File: config.mk
export PLATFORM = sky130hd
export DESIGN_NAME = multicycle_cpu_flat
export DESIGN_NICKNAME = d
export VERILOG_FILES = /design/src/rtl/multicycle_cpu_if.sv /design/src/rtl/multicycle_cpu.sv /design/src/flat_wrapper.sv
export SDC_FILE = /design/constraint.sdc
export NUM_CORES = 2
export LEC_CHECK = 0
export ABC_AREA = 1
export BUFFER_PORTS_ARGS = -buffer_cell sky130_fd_sc_hd__buf_4
export CORE_UTILIZATION = 35
export DETAILED_ROUTE_END_ITERATION = 16
export PLACE_DENSITY_LB_ADDON = 0.12
export SKIP_CTS_REPAIR_TIMING = 1
export SYNTH_ARGS = -nofsm -noshare
export SYNTH_HDL_FRONTEND = slang
export SYNTH_SLANG_ARGS = --single-unit
export TNS_END_PERCENT = 50
File: constraint.sdc
create_clock -name clock -period 8.55 [get_ports clock]
set_input_delay 0.4275 -clock clock [delete_from_list [all_inputs] [get_ports clock]]
set_output_delay 0.4275 -clock clock [all_outputs]
set_load 0.05 [all_outputs]
File: src/rtl/multicycle_cpu_if.sv
// rtl/multicycle_cpu_if.sv - instruction and data memory handshake bundle for multicycle_cpu
interface multicycle_cpu_if;
   logic        imem_req;
   logic [31:0] imem_addr;
   logic        imem_ready;
   logic [31:0] imem_rdata;
   logic        dmem_req;
   logic        dmem_we;
   logic [31:0] dmem_addr;
   logic [31:0] dmem_wdata;
   logic        dmem_ready;
   logic [31:0] dmem_rdata;

   modport master (
      output imem_req, imem_addr,
      input  imem_ready, imem_rdata,
      output dmem_req, dmem_we, dmem_addr, dmem_wdata,
      input  dmem_ready, dmem_rdata
   );

   modport slave (
      input  imem_req, imem_addr,
      output imem_ready, imem_rdata,
      input  dmem_req, dmem_we, dmem_addr, dmem_wdata,
      output dmem_ready, dmem_rdata
   );
endinterface

File: src/rtl/multicycle_cpu.sv
// rtl/multicycle_cpu.sv - multi-cycle RV32I-subset core with one shared ALU
// Define BRANCH_EN to decode beq/bne; otherwise opcode 1100011 traps.
module multicycle_cpu #(
   parameter logic [31:0] RESET_PC = 32'h0000_0000,
   parameter int          NREGS    = 32
) (
   input  logic             clock,
   input  logic             reset,
   multicycle_cpu_if.master bus,
   output logic [31:0]      instruction,
   output logic [31:0]      ALU_result,
   output logic             zero,
   output logic             retire,
   output logic             illegal
);
   localparam int RW = $clog2(NREGS);

   localparam logic [2:0] FETCH     = 3'd0;
   localparam logic [2:0] DECODE    = 3'd1;
   localparam logic [2:0] EXECUTE   = 3'd2;
   localparam logic [2:0] MEM       = 3'd3;
   localparam logic [2:0] WRITEBACK = 3'd4;
   localparam logic [2:0] TRAP      = 3'd5;

   logic [2:0]  state;
   logic [31:0] pc, ir, a, b, alu_q, mdr;
   logic        illegal_q;
   logic [31:0] regs [NREGS];

   logic [6:0] opcode, f7;
   logic [2:0] f3;
   logic [4:0] rd, rs1, rs2;

   assign opcode = ir[6:0];
   assign rd     = ir[11:7];
   assign f3     = ir[14:12];
   assign rs1    = ir[19:15];
   assign rs2    = ir[24:20];
   assign f7     = ir[31:25];

   function automatic logic reg_ok(input logic [4:0] idx);
      return {27'd0, idx} < 32'(NREGS);
   endfunction

   logic is_r, is_i, is_load, is_store, is_branch, legal;

   always_comb begin
      is_r     = (opcode == 7'b0110011);
      is_i     = (opcode == 7'b0010011);
      is_load  = (opcode == 7'b0000011) && (f3 == 3'b010);
      is_store = (opcode == 7'b0100011) && (f3 == 3'b010);
`ifdef BRANCH_EN
      is_branch = (opcode == 7'b1100011) && (f3[2:1] == 2'b00);
`else
      is_branch = 1'b0;
`endif
      legal = 1'b0;
      if (is_r)
         legal = ((f7 == 7'b0000000) || ((f7 == 7'b0100000) && (f3 == 3'b000 || f3 == 3'b101)))
                 && reg_ok(rd) && reg_ok(rs1) && reg_ok(rs2);
      else if (is_i) begin
         if (f3 == 3'b001)
            legal = (f7 == 7'b0000000);
         else if (f3 == 3'b101)
            legal = (f7 == 7'b0000000) || (f7 == 7'b0100000);
         else
            legal = 1'b1;
         legal = legal && reg_ok(rd) && reg_ok(rs1);
      end
      else if (is_load)
         legal = reg_ok(rd) && reg_ok(rs1);
      else if (is_store || is_branch)
         legal = reg_ok(rs1) && reg_ok(rs2);
   end

   logic [31:0] imm, op2, alu_out;
   logic [2:0]  alu_f3;
   logic        alt, taken;

   always_comb begin
      if (is_store)
         imm = {{20{ir[31]}}, ir[31:25], ir[11:7]};
      else if (is_branch)
         imm = {{19{ir[31]}}, ir[31], ir[7], ir[30:25], ir[11:8], 1'b0};
      else
         imm = {{20{ir[31]}}, ir[31:20]};
   end

   // Loads, stores and branches reuse the f3=000 slot: add for addresses, subtract for compares.
   always_comb begin
      op2    = (is_r || is_branch) ? b : imm;
      alu_f3 = (is_r || is_i) ? f3 : 3'b000;
      alt    = is_r ? f7[5] : (is_i && f3 == 3'b101 && f7[5]);
      case (alu_f3)
         3'b000:  alu_out = (alt || is_branch) ? a - op2 : a + op2;
         3'b001:  alu_out = a << op2[4:0];
         3'b010:  alu_out = {31'd0, $signed(a) < $signed(op2)};
         3'b011:  alu_out = {31'd0, a < op2};
         3'b100:  alu_out = a ^ op2;
         3'b101:  alu_out = alt ? 32'($signed(a) >>> op2[4:0]) : a >> op2[4:0];
         3'b110:  alu_out = a | op2;
         default: alu_out = a & op2;
      endcase
      taken = is_branch && ((alu_out == 32'd0) != f3[0]);
   end

   always_ff @(posedge clock) begin
      if (reset) begin
         state     <= FETCH;
         pc        <= RESET_PC;
         ir        <= '0;
         a         <= '0;
         b         <= '0;
         alu_q     <= '0;
         mdr       <= '0;
         illegal_q <= 1'b0;
         for (int i = 0; i < NREGS; i++) regs[i] <= '0;
      end else begin
         case (state)
            FETCH: if (bus.imem_ready) begin
               ir    <= bus.imem_rdata;
               state <= DECODE;
            end
            DECODE: begin
               a <= regs[rs1[RW-1:0]];
               b <= regs[rs2[RW-1:0]];
               if (legal) state <= EXECUTE;
               else begin
                  state     <= TRAP;
                  illegal_q <= 1'b1;
               end
            end
            EXECUTE: begin
               alu_q <= alu_out;
               if (is_branch) begin
                  pc    <= taken ? pc + imm : pc + 32'd4;
                  state <= FETCH;
               end else if (is_load || is_store) begin
                  if (alu_out[1:0] != 2'b00) begin
                     state     <= TRAP;
                     illegal_q <= 1'b1;
                  end else
                     state <= MEM;
               end else
                  state <= WRITEBACK;
            end
            MEM: if (bus.dmem_ready) begin
               if (is_store) begin
                  pc    <= pc + 32'd4;
                  state <= FETCH;
               end else begin
                  mdr   <= bus.dmem_rdata;
                  state <= WRITEBACK;
               end
            end
            WRITEBACK: begin
               if (rd != 5'd0) regs[rd[RW-1:0]] <= is_load ? mdr : alu_q;
               pc    <= pc + 32'd4;
               state <= FETCH;
            end
            TRAP: state <= TRAP;
            default: begin
               state     <= TRAP;
               illegal_q <= 1'b1;
            end
         endcase
      end
   end

   logic in_mem;
   assign in_mem = (state == MEM);

   assign bus.imem_req   = (state == FETCH);
   assign bus.imem_addr  = pc;
   assign bus.dmem_req   = in_mem;
   assign bus.dmem_we    = in_mem && is_store;
   assign bus.dmem_addr  = in_mem ? alu_q : 32'd0;
   assign bus.dmem_wdata = in_mem ? b : 32'd0;

   assign retire = (state == WRITEBACK)
                || (in_mem && is_store && bus.dmem_ready)
                || (state == EXECUTE && is_branch);

   assign instruction = ir;
   assign ALU_result  = alu_q;
   assign zero        = (alu_q == 32'd0);
   assign illegal     = illegal_q;
endmodule

File: src/flat_wrapper.sv
// flat-port wrapper written by rule: the top's interface ports become plain ports
module multicycle_cpu_flat 
#(
   parameter logic [31:0] RESET_PC = 32'h0000_0000,
   parameter int          NREGS    = 32
)
  (clock, reset, instruction, ALU_result, zero, retire, illegal, bus_imem_req, bus_imem_addr, bus_imem_ready, bus_imem_rdata, bus_dmem_req, bus_dmem_we, bus_dmem_addr, bus_dmem_wdata, bus_dmem_ready, bus_dmem_rdata);
  multicycle_cpu_if bus_i ();
  input  logic clock;
  input  logic reset;
  output logic [31:0] instruction;
  output logic [31:0] ALU_result;
  output logic zero;
  output logic retire;
  output logic illegal;
  output wire logic [$bits(bus_i.imem_req)-1:0] bus_imem_req;
  output wire logic [$bits(bus_i.imem_addr)-1:0] bus_imem_addr;
  input wire logic [$bits(bus_i.imem_ready)-1:0] bus_imem_ready;
  input wire logic [$bits(bus_i.imem_rdata)-1:0] bus_imem_rdata;
  output wire logic [$bits(bus_i.dmem_req)-1:0] bus_dmem_req;
  output wire logic [$bits(bus_i.dmem_we)-1:0] bus_dmem_we;
  output wire logic [$bits(bus_i.dmem_addr)-1:0] bus_dmem_addr;
  output wire logic [$bits(bus_i.dmem_wdata)-1:0] bus_dmem_wdata;
  input wire logic [$bits(bus_i.dmem_ready)-1:0] bus_dmem_ready;
  input wire logic [$bits(bus_i.dmem_rdata)-1:0] bus_dmem_rdata;
  assign bus_imem_req = bus_i.imem_req;
  assign bus_imem_addr = bus_i.imem_addr;
  assign bus_i.imem_ready = bus_imem_ready;
  assign bus_i.imem_rdata = bus_imem_rdata;
  assign bus_dmem_req = bus_i.dmem_req;
  assign bus_dmem_we = bus_i.dmem_we;
  assign bus_dmem_addr = bus_i.dmem_addr;
  assign bus_dmem_wdata = bus_i.dmem_wdata;
  assign bus_i.dmem_ready = bus_dmem_ready;
  assign bus_i.dmem_rdata = bus_dmem_rdata;
  multicycle_cpu #(.RESET_PC(RESET_PC), .NREGS(NREGS)) u_core (.clock(clock), .reset(reset), .bus(bus_i), .instruction(instruction), .ALU_result(ALU_result), .zero(zero), .retire(retire), .illegal(illegal));
endmodule
Word-level counts from Yosys, hierarchy flattened
Memory sizes are Yosys's and may differ from the RTL's. A register that Yosys moved wholly into a read port is not among the register bits.
Index checks and enable logic that the tools add are counted.
{ "classes": {"shifts": 3, "bitwise": 5, "muxes": 39, "order_cmp": 2, "n_div": 0, "n_addsub": 3, "eq_ne": 25, "n_reduce_logical": 28, "mul": 0} }
{ "ops": {"columns": ["cell", "count"], "rows": [
  ["32-bit 2-to-1 mux", 9],
  ["32-bit one-hot mux with 7 select lines", 1],
  ["32-bit less-than comparator", 2],
  ["32-bit one-hot mux with 2 select lines", 1],
  ["32-bit by 3-bit adder with 32-bit output, second input constant", 1],
  ["32-bit adder", 1],
  ["32-bit bitwise AND", 1],
  ["32-bit zero test", 1],
  ["32-bit bitwise OR", 1],
  ["32-bit OR reduction", 1],
  ["32-bit by 5-bit left shift with 32-bit output", 1],
  ["32-bit by 5-bit right shift with 32-bit output", 1],
  ["32-bit by 5-bit >>> shifter with 32-bit output", 1],
  ["32-bit subtractor", 1],
  ["32-bit bitwise XOR", 1],
  ["7-bit by 6-bit equality test with 1-bit output, second input constant", 3],
  ["3-bit 2-to-1 mux", 7],
  ["3-bit equality test, second input constant", 6],
  ["1-bit 2-to-1 mux", 17],
  ["3-bit by 2-bit equality test with 1-bit output, second input constant", 5],
  ["3-bit one-hot mux with 5 select lines", 1],
  ["5-bit 2-to-1 mux", 2],
  ["3-bit by 1-bit equality test with 1-bit output, second input constant", 3],
  ["3-bit zero test", 3],
  ["other kinds (15)", 34]
]} }
{ "word_totals": {"memories": 1, "output_inout_bits": 166, "latch_bits": 0, "wordCells": 112, "inputBits": 68, "ram_bits": 1024, "rom_bits": 0, "register_bits": 132} }
{ "mem_list": {"columns": ["memory", "depth", "width", "rd", "rd_ports_with_merged_regs", "write_ports", "line", "rtl"], "rows": [
  ["u_core.regs", 32, 32, 2, 2, 32, "multicycle_cpu.sv:28", "logic [31:0] regs [NREGS];"]
]} }

Logic depth before layout (Yosys ltp)
{ "logic_depth": {"ltp_word": 11, "mapped_depth": 31, "mapped_depth_nobuf": 28} }

Least setup slack after synthesis
Ideal clock, no wire load.
{ "synth_path": {"kind": "register -> register", "start": "register u_core.ir[1] (netlist: u_core.instruction[1])", "end": "register u_core.alu_q[30] (netlist: u_core.ALU_result[30])", "t_arrival_ns": 3.908, "path_buffers": 2, "path_stages_with_launch": 27, "setup_ns": 0.132, "period_less_slack_ns": 4.040, "slack_ns": 4.510, "t_required_ns": 8.418, "cell_sequence": "dfxtp_1 nand2_1 nor2_2 nand2_2 inv_1 nand2_1 nand2_4 inv_2 buf_2 buf_2 fa_1 o31ai_1 nand3_1 nand3_1 nand2_1 o211ai_1 nand3_1 nand2_1 nand3_1 nand2_1 nand3_1 nand2_1 nand3_1 nand3_1 nand2_1 nand2_1 a21oi_1"} }
{ "synth_via": {"elab_chain_len": 7, "word_cells_on_any_way": 29, "cone_classes": "2 x add/sub; 9 x eq/ne; 3 x shift; 7 x mux; 3 x bitwise; 5 x reduce/logical"} }
{ "synth_rtl": {"columns": ["item", "line", "rtl"], "rows": [
  ["start, declared", "multicycle_cpu.sv:26", "logic [31:0] pc, ir, a, b, alu_q, mdr;"],
  ["start signal, assigned", "multicycle_cpu.sv:121", "ir <= bus.imem_rdata;"],
  ["7-bit by 6-bit equality test with 1-bit output", "multicycle_cpu.sv:51", "is_store = (opcode == 7'b0100011) && (f3 == 3'b010);"],
  ["1-bit logical AND", "multicycle_cpu.sv:51", null],
  ["5-bit 2-to-1 mux", "multicycle_cpu.sv:81", "if (is_store)"],
  ["32-bit 2-to-1 mux", "multicycle_cpu.sv:91", "op2 = (is_r || is_branch) ? b : imm;"],
  ["32-bit adder, or another cell as far along", "multicycle_cpu.sv:95", "3'b000: alu_out = (alt || is_branch) ? a - op2 : a + op2;"],
  ["32-bit 2-to-1 mux (on tied branches)", "multicycle_cpu.sv:95, multicycle_cpu.sv:100", null],
  ["32-bit one-hot mux with 7 select lines *", "multicycle_cpu.sv:94", "case (alu_f3)"],
  ["end signal, assigned", "multicycle_cpu.sv:134", "alu_q <= alu_out;"],
  ["end, declared", "multicycle_cpu.sv:26", null]
]} }
Mark *: on every way between the ends. The rest lies on a longest branch, timed or not.
A chain may end at the register's enable or synchronous reset.

Worst setup path in the final report
{ "layout_path": {"start": "register u_core.ir[1] (netlist: u_core.instruction[1])", "end": "register u_core.state[1]"} }
{ "layout_via": {"elab_chain_len": 11, "word_cells_on_any_way": 43, "cone_classes": "2 x add/sub; 2 x order compare; 10 x eq/ne; 3 x shift; 15 x mux; 3 x bitwise; 8 x reduce/logical"} }
{ "layout_rtl": {"columns": ["item", "line", "rtl"], "rows": [
  ["7-bit by 6-bit equality test with 1-bit output", "multicycle_cpu.sv:51", null],
  ["1-bit logical AND", "multicycle_cpu.sv:51", null],
  ["5-bit 2-to-1 mux", "multicycle_cpu.sv:81", null],
  ["32-bit 2-to-1 mux", "multicycle_cpu.sv:91", null],
  ["32-bit adder, or another cell as far along", "multicycle_cpu.sv:95", null],
  ["32-bit 2-to-1 mux (on tied branches)", "multicycle_cpu.sv:95, multicycle_cpu.sv:100", null],
  ["32-bit one-hot mux with 7 select lines", "multicycle_cpu.sv:94", null],
  ["2-bit nonzero test", "multicycle_cpu.sv:139", "if (alu_out[1:0] != 2'b00) begin"],
  ["3-bit 2-to-1 mux", "multicycle_cpu.sv:139", null],
  ["3-bit 2-to-1 mux", "multicycle_cpu.sv:138", "end else if (is_load || is_store) begin"],
  ["3-bit one-hot mux with 5 select lines *", "multicycle_cpu.sv:119", "case (state)"],
  ["end signal, assigned", "multicycle_cpu.sv:122", "state <= DECODE;"],
  ["end signal, assigned", "multicycle_cpu.sv:137", "state <= FETCH;"],
  ["end signal, assigned", "multicycle_cpu.sv:140", "state <= TRAP;"],
  ["end, declared", "multicycle_cpu.sv:25", "logic [2:0] state;"]
]} }
Marked as above.

==> flow_metrics.env <==
export IMPL_run_status="complete, but fails checks"
export IMPL_failed_checks="negative hold slack"
export IMPL_drt_pass1_iterations=8
export IMPL_tritoncts_num_sinks=1218
export IMPL_synth_top_area_share_pct=43.8
export IMPL_synth_cell_types=63
export IMPL_grt_max_degree=147
export IMPL_final_cell_mix="nor2_1 (2557), o21ai_0 (1585), edfxtp_1 (1024), nand2_1 (631), o22ai_1 (557)"
export IMPL_die_w_um=450
export IMPL_setup_ws_ns=3.47
export IMPL_worst_setup_path_end_kind="flop"
export IMPL_ys_top_cells_by_area="edfxtp_1 (44%), nor2_1 (14%), o21ai_0 (11%), dfxtp_1 (5.5%), o22ai_1 (5.0%)"
export IMPL_reg2regPathDepth=24
export IMPL_period_share_pct=59.4
export IMPL_worstPathRequired_ns=9.28
export IMPL_synth_edf_count=1024
export IMPL_leakagePower_nw=28.4
export IMPL_use_met2_pct=53.3
export IMPL_clockBufferDepth=3
export IMPL_crit_fanout=42
export IMPL_crit_top_cell="nand2_1"
export IMPL_io_buffers=231
export IMPL_tns_ns=0
export IMPL_cp_num_buf_inv=5
export IMPL_dr_first_iter_drc_count=10360
export IMPL_path_clk_slew_ns=0.06
export IMPL_ys_seq_elements=1218
export IMPL_cpPeakStageDelay_ns=0.60
export IMPL_r2r_slack_ns=3.47
export IMPL_grt_pass1_vias=65539
export IMPL_crit_chain="nand2_1, nor2_2, nand2_2, buf_4, nand2_1, o21ai_0, ha_1, inv_1, a21oi_1, inv_1, a21oi_1, o21ai_0, nand3_1, o311ai_0, a21oi_1, nand3_1, nand2_1, inv_2, nand2_1, nand2_1, nand4_1, nand3_1, nand2_1, inv_1"
export IMPL_clk_latency_ns=0.84
export IMPL_routed_wl_um=354000
export IMPL_fin_crit_ns=5.08
export IMPL_syn_area_um2=70200
export IMPL_rsz0062_at_grt="false"
export IMPL_hold_worst_slack_ns=-0.0351
export IMPL_layout_nets=8943
export IMPL_final_common_cell="nor2_1"
export IMPL_design_core_area_um2=198000
export IMPL_cp_top_family="simple AND/OR/NAND/NOR gates"
export IMPL_relSlewSlack_pct=4.69
export IMPL_postSynthCellCount=8926
export IMPL_whs_path_depth=3
export IMPL_tritoncts="built"
export IMPL_critical_path_class="flop to flop"
export IMPL_startpoint_type="flop"
export IMPL_final_setup_viol_count=0
export IMPL_grt_usage_pct=33.6
export IMPL_routedWlPerCell_um=30.7
export IMPL_hold_viol_final=3
export IMPL_yosys_warnings=0
export IMPL_cp_arrival_ns=5.80
export IMPL_ir_worst_vdd_v=0.000230
export IMPL_hold_end="u_core.instruction[30]"
export IMPL_vias_per_cell=6.12
export IMPL_cts_buffers=146
export IMPL_cts_root_buf="clkbuf_16"
export IMPL_grt_pass1_wl_um=491000
export IMPL_drv_slew=0
export IMPL_finalClockSkew_ns=0.0391
export IMPL_gp_congestion=0.992
export IMPL_yosysTopAreaCell="edfxtp_1"
export IMPL_final_layout_size_suffix_gt1_share_pct=9.14
export IMPL_antenna_found_initial=13
export IMPL_worstMarginPinSlew_ns=1.42
export IMPL_met1_usage_pct=43.4
export IMPL_dp_hpwl_um=217000
export IMPL_ys_seq_area_share_pct=49.4
export IMPL_drtAntennaViolNets=0
export IMPL_ys_flop_type="edfxtp_1"
export IMPL_rows=163
export IMPL_cp_slowest_cell="nand2_1"
export IMPL_timing_rr_start="u_core.instruction[1]"
export IMPL_max_freq_mhz=197
export IMPL_vias=70695
export IMPL_min_from="bus_imem_rdata[30]"
export IMPL_initial_core_util_pct=35.4
export IMPL_grt_overflow_total=0
export IMPL_use_met3_pct=6.37
export IMPL_hp_class="input port to flop"
export IMPL_regToRegEndpoint="u_core.state[1]"
export IMPL_powerDensity_nw_per_um2=231
export IMPL_async_flop_share_pct=0
export IMPL_syn_area_per_cell_um2=7.86
export IMPL_path_depth=24
export IMPL_io_pins=234
export IMPL_pre_cts_ws_ns=3.61
export IMPL_htree_levels=4
export IMPL_syn2layout_area_growth_pct=13.4
export IMPL_drc_errors=0
export IMPL_dieArea_um2=202000
export IMPL_die_y_um=450
export IMPL_max_cap_viol_count=0
export IMPL_busiest_layer="met2"
[metrics by stage]
stage	util, %	cell area (um^2)	power (mW)	hold WS (ns)	cells
6_report	40.2	79600	18.4	-0.0351	11550
5_1_grt	40.2	79600	19.0	0.000439	11547
4_1_cts	39.8	79000	18.2	-0.168	11482
3_5_place_dp	37.5	74300	12.1	0.449	11213
3_3_place_gp	37.5	74300	12.1	0.443	11213
2_1_floorplan	-	70300	10.0	0.430	8959
[metal layers]
metal | up-vias | routed length, um
met3 | 881 | 36300
li1 | 30611 | -
met5 | - | 48
met4 | 8 | 19600
met2 | 4476 | 160000
met1 | 34719 | 138000
[cell families after synthesis]
family	synth area share (%)
compound gates	21.6
xor+xnor	0.112
other cells	0.00534
buf+inv	6.59
mux	0.242
simple gates	20.5
flops	49.4
fa+ha+maj	1.65
[worst max path at each step]
stage / start / to
2_1_floorplan: u_core.instruction[1] / u_core.ALU_result[30]
3_3_place_gp: u_core.instruction[1] / u_core.state[1]
3_5_place_dp: u_core.instruction[0] / u_core.state[1]
4_1_cts: u_core.instruction[0] / u_core.state[1]
5_1_grt: u_core.instruction[0] / u_core.ALU_result[30]
6_report: u_core.instruction[1] / u_core.state[1]
[registers in the layout (all words and copies together) (netlist names)]
| register | cells |
|---|---|
| u_core.regs | 1024 |
| u_core.ALU_result | 32 |
| u_core.a | 32 |
| u_core.b | 32 |
| u_core.instruction | 32 |
| u_core.mdr | 32 |
| u_core.bus.imem_addr | 30 |
| u_core.state | 3 |
| u_core.illegal | 1 |
[Yosys cell counts (29+ instances only)]
cell and count:
nor2_1 2562, o21ai_0 1585, edfxtp_1 1024, clkbuf_1 709, nand2_1 695, o22ai_1 557, inv_1 381, a21oi_1 342
nand3_1 231, dfxtp_1 194, ha_1 91, o21ai_1 81, o221ai_1 57, nor3_1 47, o211ai_1 37, buf_2 36
o32ai_1 32, buf_1 29
[worst register-to-register path, stage by stage, from the launching register on]
cell	delay [ns]
dfxtp_1	0.36
nand2_1	0.16
nor2_2	0.30
nand2_2	0.08
buf_4	0.28
nand2_1	0.62
o21ai_0	0.35
ha_1	0.54
inv_1	0.12
a21oi_1	0.24
inv_1	0.06
a21oi_1	0.23
o21ai_0	0.18
nand3_1	0.10
o311ai_0	0.11
a21oi_1	0.22
nand3_1	0.10
nand2_1	0.12
inv_2	0.03
nand2_1	0.21
nand2_1	0.20
nand4_1	0.12
nand3_1	0.10
nand2_1	0.08
inv_1	0.06
[cell type report]
| cell class | count | area (um^2) |
|---|---|---|
| Antenna cell | 6 | 15.0 |
| Clock buffer | 197 | 4010 |
| Clock inverter | 72 | 634 |
| Fill cell | 20025 | 119000 |
| Inverter | 401 | 1550 |
| Multi-Input combinational cell | 6547 | 31600 |
| Sequential cell | 1218 | 34700 |
| Tap cell | 2640 | 3300 |
| Timing Repair Buffer | 469 | 3810 |
[power breakdown]
group / switching, mW / total (mW) / internal (mW)
Combinational: 3.85 / 5.17 / 1.32
Clock: 2.75 / 6.19 / 3.44
Sequential: 0.344 / 7.03 / 6.68
Total: 6.95 / 18.4 / 11.4
No activity file was read; power rests on OpenSTA's default activity.
